## src/rtl/free_list.sv

```systemverilog
// -----------------------------------------------------------------------------
// free_list
//   Physical-register free list for the rename stage. Hands out up to
//   FETCH_WIDTH fresh pdsts per cycle from a speculative head pointer, takes
//   back the previous mappings of committing instructions at the tail, and
//   snaps the speculative head back to the committed head on a flush.
//
//   The ring holds DEPTH = NUM_PREG - NUM_AREG ids. Pointers carry one extra
//   wrap bit so that a full list (tail - head == DEPTH) differs from an
//   empty one (tail == head).
//
// Ports
//   clk             clock
//   resetn          asynchronous active-low reset
//   alloc_valid     rename holds a bundle that needs pdsts
//   alloc_req       per-slot request (slot writes a non-x0 destination)
//   alloc_ready     list can satisfy any bundle this cycle
//   alloc_id        per-slot allocated preg id (0 for non-requesting slots)
//   commit_valid    per-slot: committing instruction has a non-x0 destination
//   commit_free_id  per-slot old preg released by that commit
//   flush           squash all speculative allocations
//   free_count      registered number of free entries (tail - head)
// -----------------------------------------------------------------------------
module free_list #(
  parameter int FETCH_WIDTH = 2,
  parameter int NUM_PREG    = 64,
  parameter int NUM_AREG    = 32
) (
  input  logic                            clk,
  input  logic                            resetn,
  input  logic                            alloc_valid,
  input  logic [FETCH_WIDTH-1:0]          alloc_req,
  output logic                            alloc_ready,
  output logic [FETCH_WIDTH*$clog2(NUM_PREG)-1:0] alloc_id,
  input  logic [FETCH_WIDTH-1:0]          commit_valid,
  input  logic [FETCH_WIDTH*$clog2(NUM_PREG)-1:0] commit_free_id,
  input  logic                            flush,
  output logic [$clog2(NUM_PREG):0]       free_count
);

  localparam int PW    = $clog2(NUM_PREG);
  localparam int DEPTH = NUM_PREG - NUM_AREG;
  localparam int IW    = $clog2(DEPTH);
  localparam int PTRW  = IW + 1;

  logic [PW-1:0]   r_mem [DEPTH];
  logic [PTRW-1:0] r_head;       // speculative allocation pointer
  logic [PTRW-1:0] r_arch_head;  // allocation pointer as seen by committed state
  logic [PTRW-1:0] r_tail;       // next slot to receive a released id

  logic [PTRW-1:0] w_alloc_n;
  logic [PTRW-1:0] w_rel_m;
  logic [IW-1:0]   w_wr_idx [FETCH_WIDTH];
  logic [PTRW-1:0] w_head_nxt;
  logic [PTRW-1:0] w_arch_head_nxt;
  logic [PTRW-1:0] w_tail_nxt;
  logic [PTRW-1:0] w_used;
  logic            w_fire;

  assign w_used      = r_tail - r_head;
  assign free_count  = (PW+1)'(w_used);
  // Readiness ignores how many slots actually request, so rename only ever
  // stalls whole bundles.
  assign alloc_ready = (free_count >= (PW+1)'(FETCH_WIDTH)) && !flush;
  assign w_fire      = alloc_valid && alloc_ready;

  // Allocation: requesting slot k takes the entry at head + (number of
  // requesting slots below k), so ids are packed with no holes.
  // NOTE: every always_comb output gets a default before any conditional
  // assignment; otherwise synthesis infers a latch for the untaken paths.
  always_comb begin
    logic [PTRW-1:0] v_cnt;
    logic [PTRW-1:0] v_ptr;
    v_cnt    = '0;
    v_ptr    = '0;
    alloc_id = '0;
    for (int k = 0; k < FETCH_WIDTH; k++) begin
      v_ptr = r_head + v_cnt;
      if (alloc_req[k]) begin
        alloc_id[k*PW +: PW] = r_mem[v_ptr[IW-1:0]];
      end
      v_cnt = v_cnt + PTRW'(alloc_req[k]);
    end
    w_alloc_n = v_cnt;
  end

  // Release: committing slots write at tail, tail+1, ... in slot order.
  always_comb begin
    logic [PTRW-1:0] v_cnt;
    logic [PTRW-1:0] v_ptr;
    v_cnt = '0;
    v_ptr = '0;
    for (int k = 0; k < FETCH_WIDTH; k++) begin
      v_ptr       = r_tail + v_cnt;
      w_wr_idx[k] = v_ptr[IW-1:0];
      v_cnt       = v_cnt + PTRW'(commit_valid[k]);
    end
    w_rel_m = v_cnt;
  end

  // Each committing dst-writer consumed exactly one entry in program order,
  // so the committed head advances by the release count. A flush restores
  // the speculative head to it, this cycle's commits included.
  always_comb begin
    w_arch_head_nxt = r_arch_head + w_rel_m;
    w_tail_nxt      = r_tail + w_rel_m;
    w_head_nxt      = r_head;
    if (flush) begin
      w_head_nxt = w_arch_head_nxt;
    end else if (w_fire) begin
      w_head_nxt = r_head + w_alloc_n;
    end
  end

  // NOTE: the id storage is reset along with the pointers on purpose: after
  // reset the ring must already hold the ids NUM_AREG..NUM_PREG-1, so it is
  // built from resettable flops rather than an uninitialised RAM.
  // NOTE: sequential state uses non-blocking assignments only, so every
  // register samples pre-edge values regardless of statement order.
  always_ff @(posedge clk or negedge resetn) begin
    if (!resetn) begin
      for (int i = 0; i < DEPTH; i++) begin
        r_mem[i] <= PW'(NUM_AREG + i);
      end
      r_head      <= '0;
      r_arch_head <= '0;
      r_tail      <= PTRW'(DEPTH);
    end else begin
      for (int k = 0; k < FETCH_WIDTH; k++) begin
        if (commit_valid[k]) begin
          r_mem[w_wr_idx[k]] <= commit_free_id[k*PW +: PW];
        end
      end
      r_head      <= w_head_nxt;
      r_arch_head <= w_arch_head_nxt;
      r_tail      <= w_tail_nxt;
    end
  end

  // Protocol checks (simulation only; the list does not recover from these).
  a_no_overfill: assert property (@(posedge clk) disable iff (!resetn)
    (w_tail_nxt - w_head_nxt) <= PTRW'(DEPTH))
    else $error("free_list: release would exceed DEPTH free entries");

  a_req_stable: assert property (@(posedge clk) disable iff (!resetn)
    (alloc_valid && !alloc_ready && !flush) |=> $stable(alloc_req))
    else $error("free_list: alloc_req changed while stalled");

  for (genvar g = 0; g < FETCH_WIDTH; g++) begin : g_chk
    a_no_p0: assert property (@(posedge clk) disable iff (!resetn)
      commit_valid[g] |-> (commit_free_id[g*PW +: PW] != '0))
      else $error("free_list: p0 released on slot %0d", g);
  end

endmodule

```

## config.mk

```make
export PLATFORM = sky130hd
export DESIGN_NAME = free_list
export DESIGN_NICKNAME = d
export VERILOG_FILES = /design/src/rtl/free_list.sv
export SDC_FILE = /design/constraint.sdc
export NUM_CORES = 1
export LEC_CHECK = 0
export CAP_MARGIN = 25
export CELL_PAD_IN_SITES_DETAIL_PLACEMENT = 0
export CELL_PAD_IN_SITES_GLOBAL_PLACEMENT = 1
export CORE_MARGIN = 4
export CORE_UTILIZATION = 45
export CTS_BUF_LIST = sky130_fd_sc_hd__clkbuf_2
export DETAILED_ROUTE_END_ITERATION = 6
export PLACE_DENSITY = 0.78
export SLEW_MARGIN = 20
export SYNTH_ARGS = -nofsm -noshare
export SYNTH_HDL_FRONTEND = slang
export SYNTH_SLANG_ARGS = --single-unit
```

## constraint.sdc

```tcl
create_clock -name clk -period 4.1 [get_ports clk]
set_input_delay 0.615 -clock clk [delete_from_list [all_inputs] [get_ports clk]]
set_output_delay 0.615 -clock clk [all_outputs]
set_load 0.01 [all_outputs]
```

* Yosys cells after proc, flatten, opt, wreduce, memory -nomap -nowiden
Cells that the tools add are included.
** Word-level totals
- Bits in read-only memories :: 0
- Memories :: 0
- Latch bits :: 0
- Memory bits (writable) :: 0
- Output and inout port bits :: 20
- Register bits after elaboration :: 210
** Operators by class
- Multiplexer cells :: 18
- Div/mod/pow operators :: 0
- Multipliers :: 0
- Bitwise logic cells :: 4
- Add/subtract/negate cells :: 8
- $lt $le $gt $ge :: 7
- Reductions and logical operators :: 6
- Equal/unequal tests :: 0
- Shift operators :: 0
** Operators with widths (number)
- $bwmux 192 :: 2
- $mux 192 :: 2
- $bmux 6 s5 :: 2
- $demux 6 s5 :: 2
- $mux 6 :: 10
- $ge 6x6->1 const B :: 4
- $not 5->6 :: 4
- $add 6x2->6 :: 3
- $lt 6x1->1 const B :: 2
- $add 5x1->5 :: 2
- $ge 6x2->1 const B :: 1
- $sub 6x6->6 :: 1
- $add 1x1->2 :: 2
- $logic_and 1x1->1 :: 4
- $reduce_bool 2->1 :: 1
- $logic_not 1->1 :: 1

* Depth between registers and ports, before layout
Gate-level depths: netlist (run 1).
- Word-level depth :: 9
- Mapped depth :: 11
- Gate-level depth less buffers :: 10

* Worst setup path after synthesis (run 1)
No wires, ideal clock.
- Path type :: input -> output
- Start :: in alloc_req[0]
- End :: out alloc_id[10]
- Arrival time :: 2.685 ns
- Stages :: 8
- Buffers on the path :: 2
- Setup slack :: 0.800 ns
- Cell sequence :: ha_1 ha_1 buf_2 clkbuf_1 mux4_2 mux4_2 mux2i_1 nor2_1
** On the way
- Longest elaborated chain between the ends :: 6
** Ends and longest elaborated chain
- from (decl) :: line 32 : input logic [FETCH_WIDTH-1:0] alloc_req,
- $add 5x1->5 :: line 78 : v_ptr = r_head + v_cnt;
- $not 5->6 (not written as such) :: line 80 : alloc_id[k*PW +: PW] = r_mem[v_ptr[IW-1:0]];
- $bmux 6 s5 :: line 80
- $mux 6 (not written as such) (2 in a row) :: line 80
- $mux 6 :: line 79 : if (alloc_req[k]) begin
- to (decl) :: line 34 : output logic [FETCH_WIDTH*$clog2(NUM_PREG)-1:0] alloc_id,
Every way passes these cells. The select of a mux whose other input is x is not followed.

* Final worst setup path (run 1)
- Start :: reg r_head[0]
- End :: out alloc_id[10]
** On the way
- Longest elaborated chain between the ends :: 6
** Ends and longest elaborated chain
- from (decl) :: line 47 : logic [PTRW-1:0] r_head;
- from (signal assigned) :: line 134 : r_head <= w_head_nxt;
- $add 5x1->5 :: line 78
- $not 5->6 (not written as such) :: line 80
- $bmux 6 s5 :: line 80
- $mux 6 (not written as such) (2 in a row) :: line 80
- $mux 6 :: line 79
Every way passes these cells. The select of a mux whose other input is x is not followed.

==> flow_metrics.tcl, run 1 <==
set metrics [dict create \
    min_delay_path_depth 3 \
    io_pins 40 \
    period_minus_slack_ns 4.14 \
    final_antenna_net_count 0 \
    placed_cells 1555 \
    syn_nets 1202 \
    finalMaxSlewViolations 0 \
    pre_cts_slack_ns -0.148 \
    period_share_pct 101 \
    yosys.cell_types.count 55 \
    final_cell_mix "mux2_2, mux4_2, dfstp_2" \
    drcViolationCount 0 \
    relSlewSlack_pct 35.6 \
    setup_slack_ns -0.0377 \
    worst_slew_pin_slew_ns 0.966 \
    synthTopCellsByArea "dfstp_2, mux4_2, dfrtp_1" \
    cts_made_buffers 58 \
    violations "setup timing" \
    grt_max_degree 107 \
    dieArea_um2 34200 \
    initial_core_util_pct 45.8 \
    hold_viol 0 \
    hp-class "in -> reg" \
    power_density_nw_per_um2 927 \
    synth_warnings 0 \
    synth_top_area_cell "dfstp_2" \
    grt_pass1_wl_um 69000 \
    status "finished with violations" \
    r2r-start "r_head[0]" \
    end_kind "output port" \
    post-route-util_pct 51.9 \
    syn_area_per_cell_um2 12.1 \
    grt_use_total_pct 27.1 \
    synth_top_flop_cell "dfstp_2" \
    nFillCells 2722 \
    syn_area_um2 14100 \
    setup_viol 4 \
    final.setup.tns_ns -0.0919 \
    r2r_end "r_head[0]" \
    cp-startpoint "r_head[0]" \
    yosysTopAreaCellShare_pct 21.1 \
    crit_chain "ha_4 -> buf_6 -> buf_6 -> buf_12 -> mux4_2 -> mux4_2 -> mux2i_2 -> nor2_1 -> buf_2" \
    syn_inst 1163 \
    final_cells 1689 \
    coreArea_um2 30700 \
    grt_pass1_vias 10651 \
    cts_tree "done" \
    fin_area_um2 16000 \
    cts_root_buf "clkbuf_2" \
    rsz0062_at_grt "yes" \
    final_common_cell "mux2_2" \
    p_leak_nw 6.40 \
    skew_ns 0.0666 \
    gp_congestion 1.02 \
    arrival_ns 3.52 \
    worst_hold_slack_ns 0.364 \
    async_flop_share_pct 100 \
    cp_max_fo 5 \
    slowest_delay_ns 0.53 \
    place_area_um2 15000 \
    avgViaCountPerCell 6.26 \
    peakVddDrop_v 0.000378 \
    crit_type "reg -> out" \
    antenna_found_initial 1 \
    clk_transition_reported_paths_ns 0.12 \
    die_h_um 185 \
    timing.fmax_ghz 0.242 \
    yosys_register_bits 210 \
    htreeDepth 2 \
    finalPower_mw 14.8 \
    synth_edf_count 0 \
    clock_latency_ns 0.89 \
    port-buffer-count 38 \
    synth-seq-area-share_pct 38.3 \
    hpwl_um 32200 \
    postRouteWirelength_um 46200 \
    area_growth_pct 13.3 \
    worstRegToRegCells 13 \
    holdCritStartpoint "commit_free_id[6]" \
    final_nets 1279 \
    required_ns 3.48 \
    vias 10572 \
    drive_gt1_share_pct 46.9 \
    clk_path_buf_depth 3 \
    floorplan.rows 64 \
    wl_per_cell_um 27.4 \
    drt_pass1_iterations 6 \
    first_iter_violations 1109 \
    min_to "r_mem[6]" \
    start_kind "register" \
    crit_path_top_delay_cell "dfrtp_4" \
    clock-sinks 210 \
    drv_cap 0 \
    grt_overflow 0 \
    dieWidth_um 185 \
    r2r_setup_slack_ns 1.02 \
]
[critical path: cells and delay by family (launching register included)]
family | cells | cell delay (ns)
fa+ha+maj | 1 | 0.34
buf+inv | 4 | 0.49
flops | 1 | 0.53
mux | 3 | 1.21
simple gates | 1 | 0.07
[synthesized netlist by cell type (4+ instances only)]
cell        n
fa_1        4
mux4_2    120
a21oi_1    59
nor2b_1     4
dfstp_2   113
nand3_1    14
mux2i_1   104
ha_1       15
inv_1      20
nor2_2      7
xor2_1      4
xnor2_1    12
nand2_1   103
mux2_2    160
o21ai_1    50
and3_1      4
clkbuf_1   50
nor2_1     94
buf_1       7
buf_6       5
dfrtp_1    97
buf_2      27
nor3_1      6
mux2_1     34
[logic make-up after synthesis]
family,Yosys count,share of synthesized area [%]
other,1,0.0266
and+or+nand+nor,255,7.86
buffers and inverters,111,3.49
muxes,418,42.1
xor gates and xnor gates,16,0.994
AOI/OAI and AO/OA,133,5.39
DFF,210,38.3
adders and majority gates,19,1.90
[sequential cells by signal (all words and copies together) (netlist names)]
register	flops
r_mem	192
r_tail	6
r_arch_head	6
r_head	6
[repair_timing]
item / 4_1_cts / 5_1_grt
setup endpoints to repair: 15 / 11
pin swaps: 1 / 2
buffers inserted: 11 / 5
hold endpoints to repair: 48 / 0
resized for setup: 56 / 10
hold buffers: 1 / 0
cloned: 4 / 3
[where the power goes]
group / total, mW / switching [mW] / internal [mW]
Combinational: 8.37 / 3.74 / 4.63
Clock: 1.62 / 0.940 / 0.683
Sequential: 4.81 / 1.32 / 3.49
Total: 14.8 / 6.01 / 8.80
[worst max path at each step]
stage,to,slack (ns),cells after the start
floorplan,alloc_id[10],0.80,8
global placement,alloc_id[10],-0.14,9
detailed placement,alloc_id[9],-0.15,9
CTS,alloc_id[8],-0.08,9
global route,alloc_id[10],-0.12,9
finish,alloc_id[10],-0.04,9
[layout make-up]
type | count | area (um^2) | share of cell area [%]
Multi-Input combinational cell | 842 | 8300 | 52.0
Sequential cell | 210 | 5400 | 33.8
Timing Repair Buffer | 107 | 1120 | 7.03
Tap cell | 396 | 495 | 3.10
Clock buffer | 96 | 480 | 3.01
Clock inverter | 14 | 86.3 | 0.540
Inverter | 21 | 78.8 | 0.493
Antenna cell | 3 | 7.51 | 0.0470
[layer usage]
layer | track usage [%] | share of wire (%) | wire length [um]
met1 | 38.9 | 42 | 19400
met2 | 39.1 | 43 | 20000
met3 | 8.66 | 11 | 5230
met4 | 8.98 | 3.4 | 1560
met5 | 0.714 | 0.074 | 34
Note: power is estimated with default switching activity, not from simulation.
==> inputs of run 2 (changes only) <==
--- a/config.mk
+++ b/config.mk
@@ -12,7 +12,7 @@
 export CORE_UTILIZATION = 45
 export CTS_BUF_LIST = sky130_fd_sc_hd__clkbuf_2
 export DETAILED_ROUTE_END_ITERATION = 6
-export PLACE_DENSITY = 0.78
+export PLACE_DENSITY_LB_ADDON = 0.1
 export SLEW_MARGIN = 20
 export SYNTH_ARGS = -nofsm -noshare
 export SYNTH_HDL_FRONTEND = slang
==> flow_metrics.tcl, run 2 (synthesis gave the netlist of run 1 again) <==
set metrics [dict create \
    initial_core_util_pct 45.8 \
    relSlewSlack_pct 33.2 \
    clk_transition_reported_paths_ns 0.10 \
    dieWidth_um 185 \
    final.setup.tns_ns -0.0303 \
    dieArea_um2 34200 \
    skew_ns 0.0821 \
    setup_viol 2 \
    slowest_delay_ns 0.55 \
    coreArea_um2 30700 \
    violations "setup timing" \
    clkPwrFrac_pct 10.5 \
    p_seq_share_pct 32.3 \
    first_iter_violations 1159 \
    period_minus_slack_ns 4.12 \
    swShare_pct 40.6 \
    die_h_um 185 \
    floorplan.rows 64 \
    placed_cells 1552 \
    crit_family "multiplexers" \
    p_leak_nw 6.37 \
    start_kind "register" \
    final_common_cell "mux2_2" \
    io_pins 40 \
    cts_made_buffers 58 \
    crit_chain "ha_4 -> buf_4 -> buf_12 -> mux4_2 -> mux4_2 -> mux2i_2 -> nor2_1 -> buf_2" \
    final_cells 1680 \
    final_antenna_net_count 0 \
    drcViolationCount 0 \
    finalMaxSlewViolations 0 \
    crit_path_top_delay_cell "mux4_2" \
    port-buffer-count 38 \
    clock_latency_ns 0.98 \
    status "finished with violations" \
    hp-class "in -> reg" \
    required_ns 3.48 \
    cts_tree "done" \
    vias 10366 \
    hpwl_um 33100 \
    crit_type "reg -> out" \
    hold_viol 0 \
    arrival_ns 3.50 \
    multi_input_area_um2 8310 \
    drv_cap 0 \
    timing.fmax_ghz 0.243 \
    nFillCells 2755 \
    peakVddDrop_v 0.000329 \
    cp_common_cell "mux4_2" \
    antenna_found_initial 2 \
    intPower_mw 8.78 \
    grt_use_total_pct 27.9 \
    setup_slack_ns -0.0197 \
    p_sw_mw 5.99 \
    power_density_nw_per_um2 927 \
    regArea_um2 5400 \
    clock-sinks 210 \
    postRouteWirelength_um 47000 \
    finalPower_mw 14.8 \
    final_cell_mix "mux2_2, mux4_2, dfstp_2" \
    cts_root_buf "clkbuf_2" \
    avgViaCountPerCell 6.17 \
    grt_overflow 0 \
    worst-path-buf-inv 3 \
    grt_pass1_wl_um 69900 \
    largest-register "r_mem" \
    rsz0062_at_grt "yes" \
    clk_path_buf_depth 3 \
    period_share_pct 100 \
    final_nets 1275 \
    cp_max_fo 6 \
    drt_pass1_iterations 5 \
    largest_register_ffs 192 \
    grt_max_degree 91 \
    gp_congestion 1.00 \
    worst_slew_pin_slew_ns 0.999 \
    htreeDepth 2 \
    wl_per_cell_um 28.0 \
    end_kind "output port" \
    area_growth_pct 13.1 \
    p_comb_share_pct 57.2 \
    grt_pass1_vias 10006 \
    drive_gt1_share_pct 47.1 \
]
run 2: path summary, 6_finish.rpt:
check | startpoint | to | slack (ns) | cells after the start
worst max-delay path | r_head[0] | alloc_id[10] | -0.02 | 8
min in group asynchronous | resetn | r_mem[126] | 0.27 | 2
worst min-delay path | commit_free_id[7] | r_mem[151] | 0.23 | 3
max in group asynchronous | resetn | r_head[2] | 2.83 | 3
worst min register to register | r_arch_head[5] | r_arch_head[5] | 0.48 | 1
worst max register to register | r_head[0] | r_head[3] | 1.20 | 12
run 2: repair_timing:
| item | in CTS | in global routing |
|---|---|---|
| cloned | 9 | 0 |
| pin swaps | 4 | 4 |
| setup endpoints to repair | 14 | 8 |
| resized for setup | 55 | 19 |
| hold endpoints to repair | 45 | 0 |
| setup buffers | 9 | 6 |
| hold buffers | 1 | 0 |
run 2: power groups by stage:
stage	sequential [mW]	clock, mW	combinational (mW)
floorplan	3.95	0	5.76
global placement	4.75	0	7.66
detailed placement	4.72	0	7.82
CTS	4.69	1.62	8.42
global route	4.82	1.73	9.03
finish	4.77	1.56	8.45
run 2: stage by stage:
stage	hold slack [ns]	utilization [%]	worst slack [ns]	instance area, um^2
floorplan	0.319	-	0.800	14100
global placement	0.477	48.7	-0.160	15000
detailed placement	0.476	48.8	-0.142	15000
CTS	0.141	51.8	-0.148	15900
global route	0.197	51.8	-0.125	15900
finish	0.227	51.8	-0.0197	15900
run 2: layer usage:
metal	track usage [%]	vias up	part of all wire (%)
met5	0	-	0
met4	5.28	0	1.4
met3	6.19	60	9.2
met2	40.5	521	44
met1	43.3	5272	46
li1	-	4513	-
run 2: area by class of cell:
class	count	share of cell area [%]
Antenna cell	1	0.0157
Clock buffer	93	2.92
Clock inverter	14	0.400
Inverter	21	0.495
Multi-Input combinational cell	842	52.1
Sequential cell	210	33.9
Tap cell	396	3.11
Timing Repair Buffer	103	7.03
run 2: tightest hold or removal path, delay by kind of cell:
family	cells	cell delay, ns
compound gates	1	0.06
buf+inv	1	0.37
simple gates	1	0.14
==> inputs of run 3 (changes only) <==
--- a/config.mk
+++ b/config.mk
@@ -5,7 +5,7 @@
 export SDC_FILE = /design/constraint.sdc
 export NUM_CORES = 1
 export LEC_CHECK = 0
-export CAP_MARGIN = 25
+export CAP_MARGIN = 5
 export CELL_PAD_IN_SITES_DETAIL_PLACEMENT = 0
 export CELL_PAD_IN_SITES_GLOBAL_PLACEMENT = 1
 export CORE_MARGIN = 4
==> flow_metrics.tcl, run 3 (synthesis gave the netlist of run 1 again) <==
set metrics [dict create \
    status "finished with violations" \
    hpwl_um 32900 \
    cts_tree "done" \
    finalMaxSlewViolations 0 \
    finalPower_mw 14.8 \
    pre_cts_slack_ns -0.153 \
    hold_viol 0 \
    place_area_um2 15000 \
    initial_core_util_pct 45.8 \
    skew_ns 0.112 \
    final_nets 1274 \
    slowest_delay_ns 0.53 \
    largest_register_ffs 192 \
    timing.fmax_ghz 0.241 \
    antenna_found_initial 2 \
    grt_pass1_vias 10012 \
    io_pins 40 \
    end_kind "output port" \
    regArea_um2 5400 \
    p_sw_mw 5.97 \
    final_common_cell "mux2_2" \
    dieWidth_um 185 \
    fin_area_um2 16000 \
    crit_chain "ha_4 -> buf_12 -> buf_12 -> buf_16 -> buf_12 -> mux4_2 -> mux4_2 -> mux2i_2 -> nor2_1 -> buf_2" \
    post-route-util_pct 51.9 \
    grt_overflow 0 \
    final_cell_mix "mux2_2, mux4_2, dfstp_2" \
    p_comb_share_pct 57.2 \
    drive_gt1_share_pct 47.1 \
    peakVddDrop_v 0.000374 \
    start_kind "register" \
    grt_use_total_pct 27.5 \
    crit_type "reg -> out" \
    clk_transition_reported_paths_ns 0.10 \
    period_minus_slack_ns 4.15 \
    relSlewSlack_pct 20.5 \
    cp-startpoint "r_head[0]" \
    arrival_ns 3.54 \
    final_antenna_net_count 0 \
    vias 10394 \
    first_iter_violations 1076 \
    area_growth_pct 13.3 \
    largest-register "r_mem" \
    crit_path_top_delay_cell "dfrtp_4" \
    intPower_mw 8.86 \
    die_h_um 185 \
    power_density_nw_per_um2 928 \
    dieArea_um2 34200 \
    wl_per_cell_um 28.0 \
    port-buffer-count 38 \
    grt_max_degree 91 \
    clock-sinks 210 \
    coreArea_um2 30700 \
    grt_pass1_wl_um 69200 \
    hp-class "in -> async" \
    postRouteWirelength_um 47100 \
    avgViaCountPerCell 6.19 \
    setup_slack_ns -0.0541 \
    r2r-start "r_tail[0]" \
    htreeDepth 2 \
    nFillCells 2767 \
    p_seq_share_pct 32.3 \
    gp_congestion 1.00 \
    cp_max_fo 6 \
    placed_cells 1551 \
    worst_hold_slack_ns 0.257 \
    worst_slew_pin_slew_ns 1.19 \
    cts_made_buffers 58 \
    period_share_pct 101 \
    drv_cap 0 \
    final_cells 1680 \
    violations "setup timing" \
    floorplan.rows 64 \
    p_leak_nw 6.48 \
    cts_root_buf "clkbuf_2" \
    rsz0062_at_grt "yes" \
    clk_path_buf_depth 3 \
    final.setup.tns_ns -0.129 \
    clock_latency_ns 0.94 \
    swShare_pct 40.2 \
    drcViolationCount 0 \
    clkPwrFrac_pct 10.6 \
    drt_pass1_iterations 7 \
    multi_input_area_um2 8280 \
    setup_viol 5 \
    required_ns 3.48 \
    cp_common_cell "buf_12" \
]
==> run 3: cell count changes in the layout (fill, tap and decap cells not counted), sizes merged <==
cell and delta:
dlygate4sd2 -5, buf -4, clkbuf +10, dlymetal6s2s +6
clkinv -7, clkdlybuf4s50 +1, clkdlybuf4s15 -2, bufbuf +1
==> run 3: critical path, delay by kind of cell, from the launching register on <==
kind	cells	cell delay, ns
fa+ha+maj	1	0.31
buf+inv	5	0.60
flops	1	0.53
mux	3	1.18
simple gates	1	0.07
==> run 3: what timing repair did <==
action / in CTS / in global routing
hold buffers: 1 / 0
gates resized for setup: 42 / 14
pin swaps: 5 / 3
hold endpoints to repair: 45 / 0
buffers inserted: 8 / 2
gates cloned: 6 / 3
endpoints found under the setup margin: 14 / 14
==> run 3: layout make-up <==
type                       count  share of cell area (%)
antenna                        1                  0.0157
clock buffer                 101                    3.16
clock inverter                 7                   0.227
inverter                      21                   0.494
multi-input combinational    842                    51.8
sequential                   210                    33.8
tap                          396                    3.10
timing repair buffer         102                    7.33
==> run 3: metal layers <==
metal / wire length [um] / global-route usage [%] / vias up / share of wire, %
met5: 0 / 0 / - / 0
met3: 4750 / 6.81 / 77 / 10
met2: 20100 / 39.7 / 545 / 43
met4: 872 / 4.93 / 0 / 1.9
li1: - / - / 4508 / -
met1: 21300 / 42.7 / 5264 / 45
==> run 3: power groups by stage <==
| stage | Sequential, mW | Clock, mW | Combinational [mW] |
|---|---|---|---|
| after floorplan | 3.95 | 0 | 5.76 |
| after global placement | 4.75 | 0 | 7.66 |
| after detailed placement | 4.72 | 0 | 7.81 |
| final | 4.78 | 1.57 | 8.47 |
| after global routing | 4.83 | 1.76 | 9.04 |
| after CTS | 4.69 | 1.64 | 8.30 |
==> run 3: path summary, 6_finish.rpt <==
kind / cells after the start / endpoint / slack, ns
max in group asynchronous: 3 / r_mem[168] / 2.82
worst max-delay path: 10 / alloc_id[9] / -0.05
worst min register to register: 1 / r_arch_head[5] / 0.49
worst min-delay path: 2 / r_mem[100] / 0.26
min in group clk: 3 / r_mem[145] / 0.28
worst max register to register: 11 / r_head[3] / 1.31
